`config.mk`:
```
export PLATFORM = sky130hd
export DESIGN_NAME = ex_forward_ctrl_flat
export DESIGN_NICKNAME = d
export VERILOG_FILES = /design/src/rtl/ex_forward_ctrl_if.sv /design/src/rtl/ex_forward_ctrl.sv /design/src/flat_wrapper.sv
export SDC_FILE = /design/constraint.sdc
export NUM_CORES = 1
export LEC_CHECK = 0
export ABC_AREA = 1
export CAP_MARGIN = 20
export CORE_MARGIN = 2
export CORE_UTILIZATION = 35
export CTS_BUF_LIST = sky130_fd_sc_hd__clkbuf_8 sky130_fd_sc_hd__clkbuf_16
export DETAILED_ROUTE_END_ITERATION = 8
export GPL_TIMING_DRIVEN = 0
export SETUP_SLACK_MARGIN = 0.1
export SKIP_CTS_REPAIR_TIMING = 1
export SYNTH_ARGS = -nofsm -noshare
export SYNTH_HDL_FRONTEND = slang
export SYNTH_SLANG_ARGS = --single-unit
```
`constraint.sdc`:
```
create_clock -name i_clock -period 2.5 [get_ports i_clock]
set_input_delay 0.5 -clock i_clock [delete_from_list [all_inputs] [get_ports i_clock]]
set_output_delay 0.5 -clock i_clock [all_outputs]
set_load 0.01 [all_outputs]
```
`src/rtl/ex_forward_ctrl_if.sv`:
```
// ID-side decoded fields into the EX forwarding controller and operand-mux selects/stall back out.
// master = ID/datapath side, slave = ex_forward_ctrl.
interface ex_forward_ctrl_if #(
  parameter int NB_REG    = 5,
  parameter int NB_SELECT = 2,
  parameter int NB_CNT    = 16
);
  logic                 i_valid;
  logic [NB_REG-1:0]    i_rs;
  logic [NB_REG-1:0]    i_rt;
  logic [NB_REG-1:0]    i_rd_dest;
  logic                 i_reg_write;
  logic                 i_mem_read;
  logic                 i_flush;
  logic [NB_SELECT-1:0] o_sel_a;
  logic [NB_SELECT-1:0] o_sel_b;
  logic                 o_stall;
  logic [NB_CNT-1:0]    o_stall_count;

  modport master (
    output i_valid, i_rs, i_rt, i_rd_dest, i_reg_write, i_mem_read, i_flush,
    input  o_sel_a, o_sel_b, o_stall, o_stall_count
  );

  modport slave (
    input  i_valid, i_rs, i_rt, i_rd_dest, i_reg_write, i_mem_read, i_flush,
    output o_sel_a, o_sel_b, o_stall, o_stall_count
  );
endinterface

```
`src/rtl/ex_forward_ctrl.sv`:
```
// EX-stage forwarding/hazard control: shadow EX/MEM/WB pipeline drives operand-mux selects (from state only) and a one-cycle load-use stall.
// Define FWD_WB2_EN to add a WB2 shadow stage and select 11 for register files without write-through.
module ex_forward_ctrl #(
  parameter int NB_REG    = 5,
  parameter int NB_SELECT = 2,
  parameter int NB_CNT    = 16
) (
  input logic               i_clock,
  input logic               i_reset,
  ex_forward_ctrl_if.slave  fwd
);

  typedef struct packed {
    logic              vld;
    logic              rw;
    logic              mr;
    logic [NB_REG-1:0] dest;
  } stage_t;

  typedef struct packed {
    stage_t            st;
    logic [NB_REG-1:0] rs;
    logic [NB_REG-1:0] rt;
  } ex_t;

  localparam logic [NB_SELECT-1:0] SEL_RF  = NB_SELECT'(0);
  localparam logic [NB_SELECT-1:0] SEL_MEM = NB_SELECT'(1);
  localparam logic [NB_SELECT-1:0] SEL_WB  = NB_SELECT'(2);
`ifdef FWD_WB2_EN
  localparam logic [NB_SELECT-1:0] SEL_WB2 = NB_SELECT'(3);
`endif

  ex_t               ex_q,  ex_d;
  stage_t            mem_q, mem_d;
  stage_t            wb_q,  wb_d;
`ifdef FWD_WB2_EN
  stage_t            wb2_q, wb2_d;
`endif
  logic [NB_CNT-1:0] cnt_q, cnt_d;
  logic [NB_SELECT-1:0] sel_a, sel_b;
  logic              stall;

  function automatic logic hit(input stage_t s, input logic [NB_REG-1:0] src);
    return s.vld && s.rw && (s.dest != '0) && (s.dest == src);
  endfunction

  always_comb begin
    sel_a = SEL_RF;
    sel_b = SEL_RF;
    // Youngest producer wins; a bubble in EX never forwards.
    if (ex_q.st.vld) begin
      if (hit(mem_q, ex_q.rs))      sel_a = SEL_MEM;
      else if (hit(wb_q, ex_q.rs))  sel_a = SEL_WB;
`ifdef FWD_WB2_EN
      else if (hit(wb2_q, ex_q.rs)) sel_a = SEL_WB2;
`endif
      if (hit(mem_q, ex_q.rt))      sel_b = SEL_MEM;
      else if (hit(wb_q, ex_q.rt))  sel_b = SEL_WB;
`ifdef FWD_WB2_EN
      else if (hit(wb2_q, ex_q.rt)) sel_b = SEL_WB2;
`endif
    end
  end

  always_comb begin
    stall = fwd.i_valid && !fwd.i_flush && ex_q.st.vld && ex_q.st.mr &&
            (ex_q.st.dest != '0) &&
            ((ex_q.st.dest == fwd.i_rs) || (ex_q.st.dest == fwd.i_rt));

    ex_d = '0;
    if (fwd.i_valid && !stall && !fwd.i_flush) begin
      ex_d.st.vld  = 1'b1;
      ex_d.st.rw   = fwd.i_reg_write;
      ex_d.st.mr   = fwd.i_mem_read;
      ex_d.st.dest = fwd.i_rd_dest;
      ex_d.rs      = fwd.i_rs;
      ex_d.rt      = fwd.i_rt;
    end
    mem_d = ex_q.st;
    wb_d  = mem_q;
`ifdef FWD_WB2_EN
    wb2_d = wb_q;
`endif
    cnt_d = cnt_q;
    if (stall && (cnt_q != '1)) cnt_d = cnt_q + 1'b1;
  end

  always_ff @(posedge i_clock) begin
    if (i_reset) begin
      ex_q  <= '0;
      mem_q <= '0;
      wb_q  <= '0;
`ifdef FWD_WB2_EN
      wb2_q <= '0;
`endif
      cnt_q <= '0;
    end else begin
      ex_q  <= ex_d;
      mem_q <= mem_d;
      wb_q  <= wb_d;
`ifdef FWD_WB2_EN
      wb2_q <= wb2_d;
`endif
      cnt_q <= cnt_d;
    end
  end

  // mem_read only matters while the producer sits in EX.
`ifdef FWD_WB2_EN
  logic unused_mr;
  assign unused_mr = ^{mem_q.mr, wb_q.mr, wb2_q.mr};
`else
  logic unused_mr;
  assign unused_mr = ^{mem_q.mr, wb_q.mr};
`endif

  assign fwd.o_sel_a       = sel_a;
  assign fwd.o_sel_b       = sel_b;
  assign fwd.o_stall       = stall;
  assign fwd.o_stall_count = cnt_q;

endmodule
```
`src/flat_wrapper.sv`:
```
// flat-port wrapper written by rule: the top's interface ports become plain ports
module ex_forward_ctrl_flat 
#(
  parameter int NB_REG    = 5,
  parameter int NB_SELECT = 2,
  parameter int NB_CNT    = 16
)
  (i_clock, i_reset, fwd_i_valid, fwd_i_rs, fwd_i_rt, fwd_i_rd_dest, fwd_i_reg_write, fwd_i_mem_read, fwd_i_flush, fwd_o_sel_a, fwd_o_sel_b, fwd_o_stall, fwd_o_stall_count);
  ex_forward_ctrl_if #(.NB_REG(NB_REG), .NB_SELECT(NB_SELECT), .NB_CNT(NB_CNT)) fwd_i ();
  input logic i_clock;
  input logic i_reset;
  input wire logic [$bits(fwd_i.i_valid)-1:0] fwd_i_valid;
  input wire logic [$bits(fwd_i.i_rs)-1:0] fwd_i_rs;
  input wire logic [$bits(fwd_i.i_rt)-1:0] fwd_i_rt;
  input wire logic [$bits(fwd_i.i_rd_dest)-1:0] fwd_i_rd_dest;
  input wire logic [$bits(fwd_i.i_reg_write)-1:0] fwd_i_reg_write;
  input wire logic [$bits(fwd_i.i_mem_read)-1:0] fwd_i_mem_read;
  input wire logic [$bits(fwd_i.i_flush)-1:0] fwd_i_flush;
  output wire logic [$bits(fwd_i.o_sel_a)-1:0] fwd_o_sel_a;
  output wire logic [$bits(fwd_i.o_sel_b)-1:0] fwd_o_sel_b;
  output wire logic [$bits(fwd_i.o_stall)-1:0] fwd_o_stall;
  output wire logic [$bits(fwd_i.o_stall_count)-1:0] fwd_o_stall_count;
  assign fwd_i.i_valid = fwd_i_valid;
  assign fwd_i.i_rs = fwd_i_rs;
  assign fwd_i.i_rt = fwd_i_rt;
  assign fwd_i.i_rd_dest = fwd_i_rd_dest;
  assign fwd_i.i_reg_write = fwd_i_reg_write;
  assign fwd_i.i_mem_read = fwd_i_mem_read;
  assign fwd_i.i_flush = fwd_i_flush;
  assign fwd_o_sel_a = fwd_i.o_sel_a;
  assign fwd_o_sel_b = fwd_i.o_sel_b;
  assign fwd_o_stall = fwd_i.o_stall;
  assign fwd_o_stall_count = fwd_i.o_stall_count;
  ex_forward_ctrl #(.NB_REG(NB_REG), .NB_SELECT(NB_SELECT), .NB_CNT(NB_CNT)) u_core (.i_clock(i_clock), .i_reset(i_reset), .fwd(fwd_i));
endmodule
```
==> impl_metrics.ini <==
[timing]
slew_headroom_pct = 67.6
rsz0062_at_grt = yes
worstMarginPinSlew_ns = 0.486
setup_tns_ns = 0
period_share_pct = 92.0
setup_viol = 0
skew_ns = 0.0102
fmaxAchievable_mhz = 435
hold_violations = 0
min_period_ns = 2.30
slew_viol_final = 0
fin_hold_ws_ns = 0.409

[min_path]
min_from = u_core.ex_q[16]
hold_end = u_core.mem_q[6]
min_path_type = reg -> reg
min_path_cells = 2

[grt]
antenna_found_initial = 0
grt_pass1_wl_um = 9260
first_global_vias = 2091
grt_usage_pct = 15.5
grt_max_degree = 17
grt-ovfl-total = 0

[route]
drtPass1Iterations = 4
route.detailed.drc = 0
finalWirelength_um = 5450
vias = 2200
viasPerCell = 4.54
wl_per_cell_um = 11.2
final_antenna_net_count = 0
dr.first_iter.drc_count = 49

[synthesis]
yosys.area.top_type = dfxtp_1
syn_avg_cell_area_sq_um = 6.86
yosysWarningCount = 0
syn_nets = 376
synthCells = 354
synth_top_area_share_pct = 39.6
ys_seq_area_share_pct = 39.6
ys_types = 28
synth_area_leaders = dfxtp_1, nand2_1, nor2_1
ys_ff_latch = 48
syn_area_sq_um = 2430

[die]
die_h_um = 87.3
start_util_pct = 35.9
die-area_sq_um = 7620
core_sq_um = 6760
pin_count = 42
rows = 30
die_w_um = 87.3

[setup_path]
cp-start-kind = input port
worstSetupPathType = in -> out
r2r_start = u_core.fwd.o_stall_count[0]
r2r_setup_slack_ns = 0.67
cp.required_ns = 2.00
r2r.worst_path.cells = 11
cp_data_arrival_time_ns = 1.80
worstPathMaxFanout = 4
r2r_end = u_core.fwd.o_stall_count[3]
endpoint_kind = primary output

[clocking]
cts.clk_slew.worst_paths_ns = 0.08
cts-root-buf = clkbuf_8
clk_path_buf_depth = 2
clock-sinks = 48
cts_made_buffers = 5
cts_tree = built
insertion_delay_ns = 0.31
cts.htree.levels = 2

[placement]
place_area_sq_um = 2930
dpl.hpwl_um = 4220
finalWeightedCongestion = 0.864
numPortBuffers = 40

[power]
power_frac_seq_pct = 53.5
p_leak_nw = 1.51
irDropWorstVdd_v = 0.000215
p_int_mw = 1.13
clockPowerShare_pct = 39.2
p_sw_uw = 337
comb_power_share_pct = 7.3
swShare_pct = 23.0
power_per_cell_area_nw_per_um2 = 470

[final_layout]
final_cell_mix = nand2_1, nor2_1, inv_1
final_common_cell = nand2_1
fin_area_sq_um = 3120
layout.area.seq_sq_um = 973
n_fill_cell = 718
multi_input_area_sq_um = 1200
final_layout_size_suffix_gt1_share_pct = 9.88
insertedDiodeCount = 0
fin_nets = 426
syn_to_final_growth_pct = 28.5

[run_status]
outcome = finished, final reports clean

[run]
drv_cap = 0
critical path: stages:
cell	delay [ns]
clkdlybuf4s50_1	0.49
inv_1	0.06
nand2_1	0.05
nand2_1	0.04
nor2_1	0.10
nand3_1	0.14
nand2_4	0.11
nand2_2	0.09
inv_1	0.06
dlymetal6s2s_1	0.15
registers in the layout (all words and copies together) (netlist names):
register and cells:
u_core.wb_q 7, u_core.ex_q 18, u_core.fwd.o_stall_count 16, u_core.mem_q 7
per-stage QoR:
| stage | total power, mW | util (%) | std cells | setup slack, ns |
|---|---|---|---|---|
| 2_1_floorplan | 0.856 | - | 354 | 0.767 |
| 3_3_place_gp | 0.907 | 43.3 | 474 | -0.384 |
| 3_5_place_dp | 0.908 | 43.3 | 474 | -0.383 |
| 4_1_cts | 1.48 | 45.1 | 482 | -0.415 |
| 5_1_grt | 1.53 | 46.2 | 485 | 0.0711 |
| 6_report | 1.47 | 46.2 | 485 | 0.199 |
layer usage:
layer	up-vias	global-route usage [%]	share of wire (%)
li1	1162	-	-
met1	1004	19.1	47
met2	27	26.5	49
met3	7	3.32	3.3
met4	0	5.17	1.3
met5	-	0	0
worst max path at each step:
| stage | from | slack [ns] | depth (start not counted) | end |
|---|---|---|---|---|
| 3_3_place_gp | fwd_i_rt[0] | -0.38 | 10 | fwd_o_stall |
| 5_1_grt | fwd_i_rs[2] | 0.07 | 10 | fwd_o_stall |
| 2_1_floorplan | fwd_i_flush | 0.77 | 7 | fwd_o_stall |
| 4_1_cts | fwd_i_valid | -0.41 | 8 | fwd_o_stall |
| 3_5_place_dp | fwd_i_valid | -0.38 | 8 | fwd_o_stall |
| 6_report | fwd_i_rs[2] | 0.20 | 10 | fwd_o_stall |
power groups by stage:
stage	logic (mW)	registers [mW]	clock network, mW
after global routing	0.120	0.786	0.626
final	0.107	0.785	0.575
after global placement	0.104	0.803	0
after floorplan	0.0562	0.800	0
after CTS	0.105	0.785	0.592
after detailed placement	0.105	0.803	0
cell type report:
class                           instances  area share (%)
Buffer                                  6            1.52
Clock buffer                            5            2.21
Tap cell                               80            3.21
Sequential cell                        48            31.2
Clock inverter                          3            1.52
Multi-Input combinational cell        234            38.5
Inverter                               66            7.94
Timing Repair Buffer                   43            13.9
cells in the mapped netlist:
library cell  number
a21oi_1            2
a21oi_2            1
and2_1             2
buf_1              1
buf_6              2
clkbuf_1           2
clkbuf_8           1
dfxtp_1           48
ha_1               1
inv_1             65
inv_2              1
nand2_1           77
nand2_2            4
nand3_1           16
nand3_4            2
nand3b_1           1
nand4_1            9
nand4_4            1
nor2_1            72
nor2_2             2
nor2_4             1
nor3_1             9
nor4_1             2
o211ai_1           1
o21ai_0            4
o22ai_1            1
xnor2_1           11
xor2_1            15
logic make-up after synthesis:
| kind of cell | share of synthesized area, % |
|---|---|
| flops | 39.6 |
| simple gates | 36.2 |
| fa+ha+maj | 0.515 |
| buf+inv | 12.2 |
| compound gates | 2.17 |
| xor+xnor | 9.38 |
(Power assumes the default switching activity.)
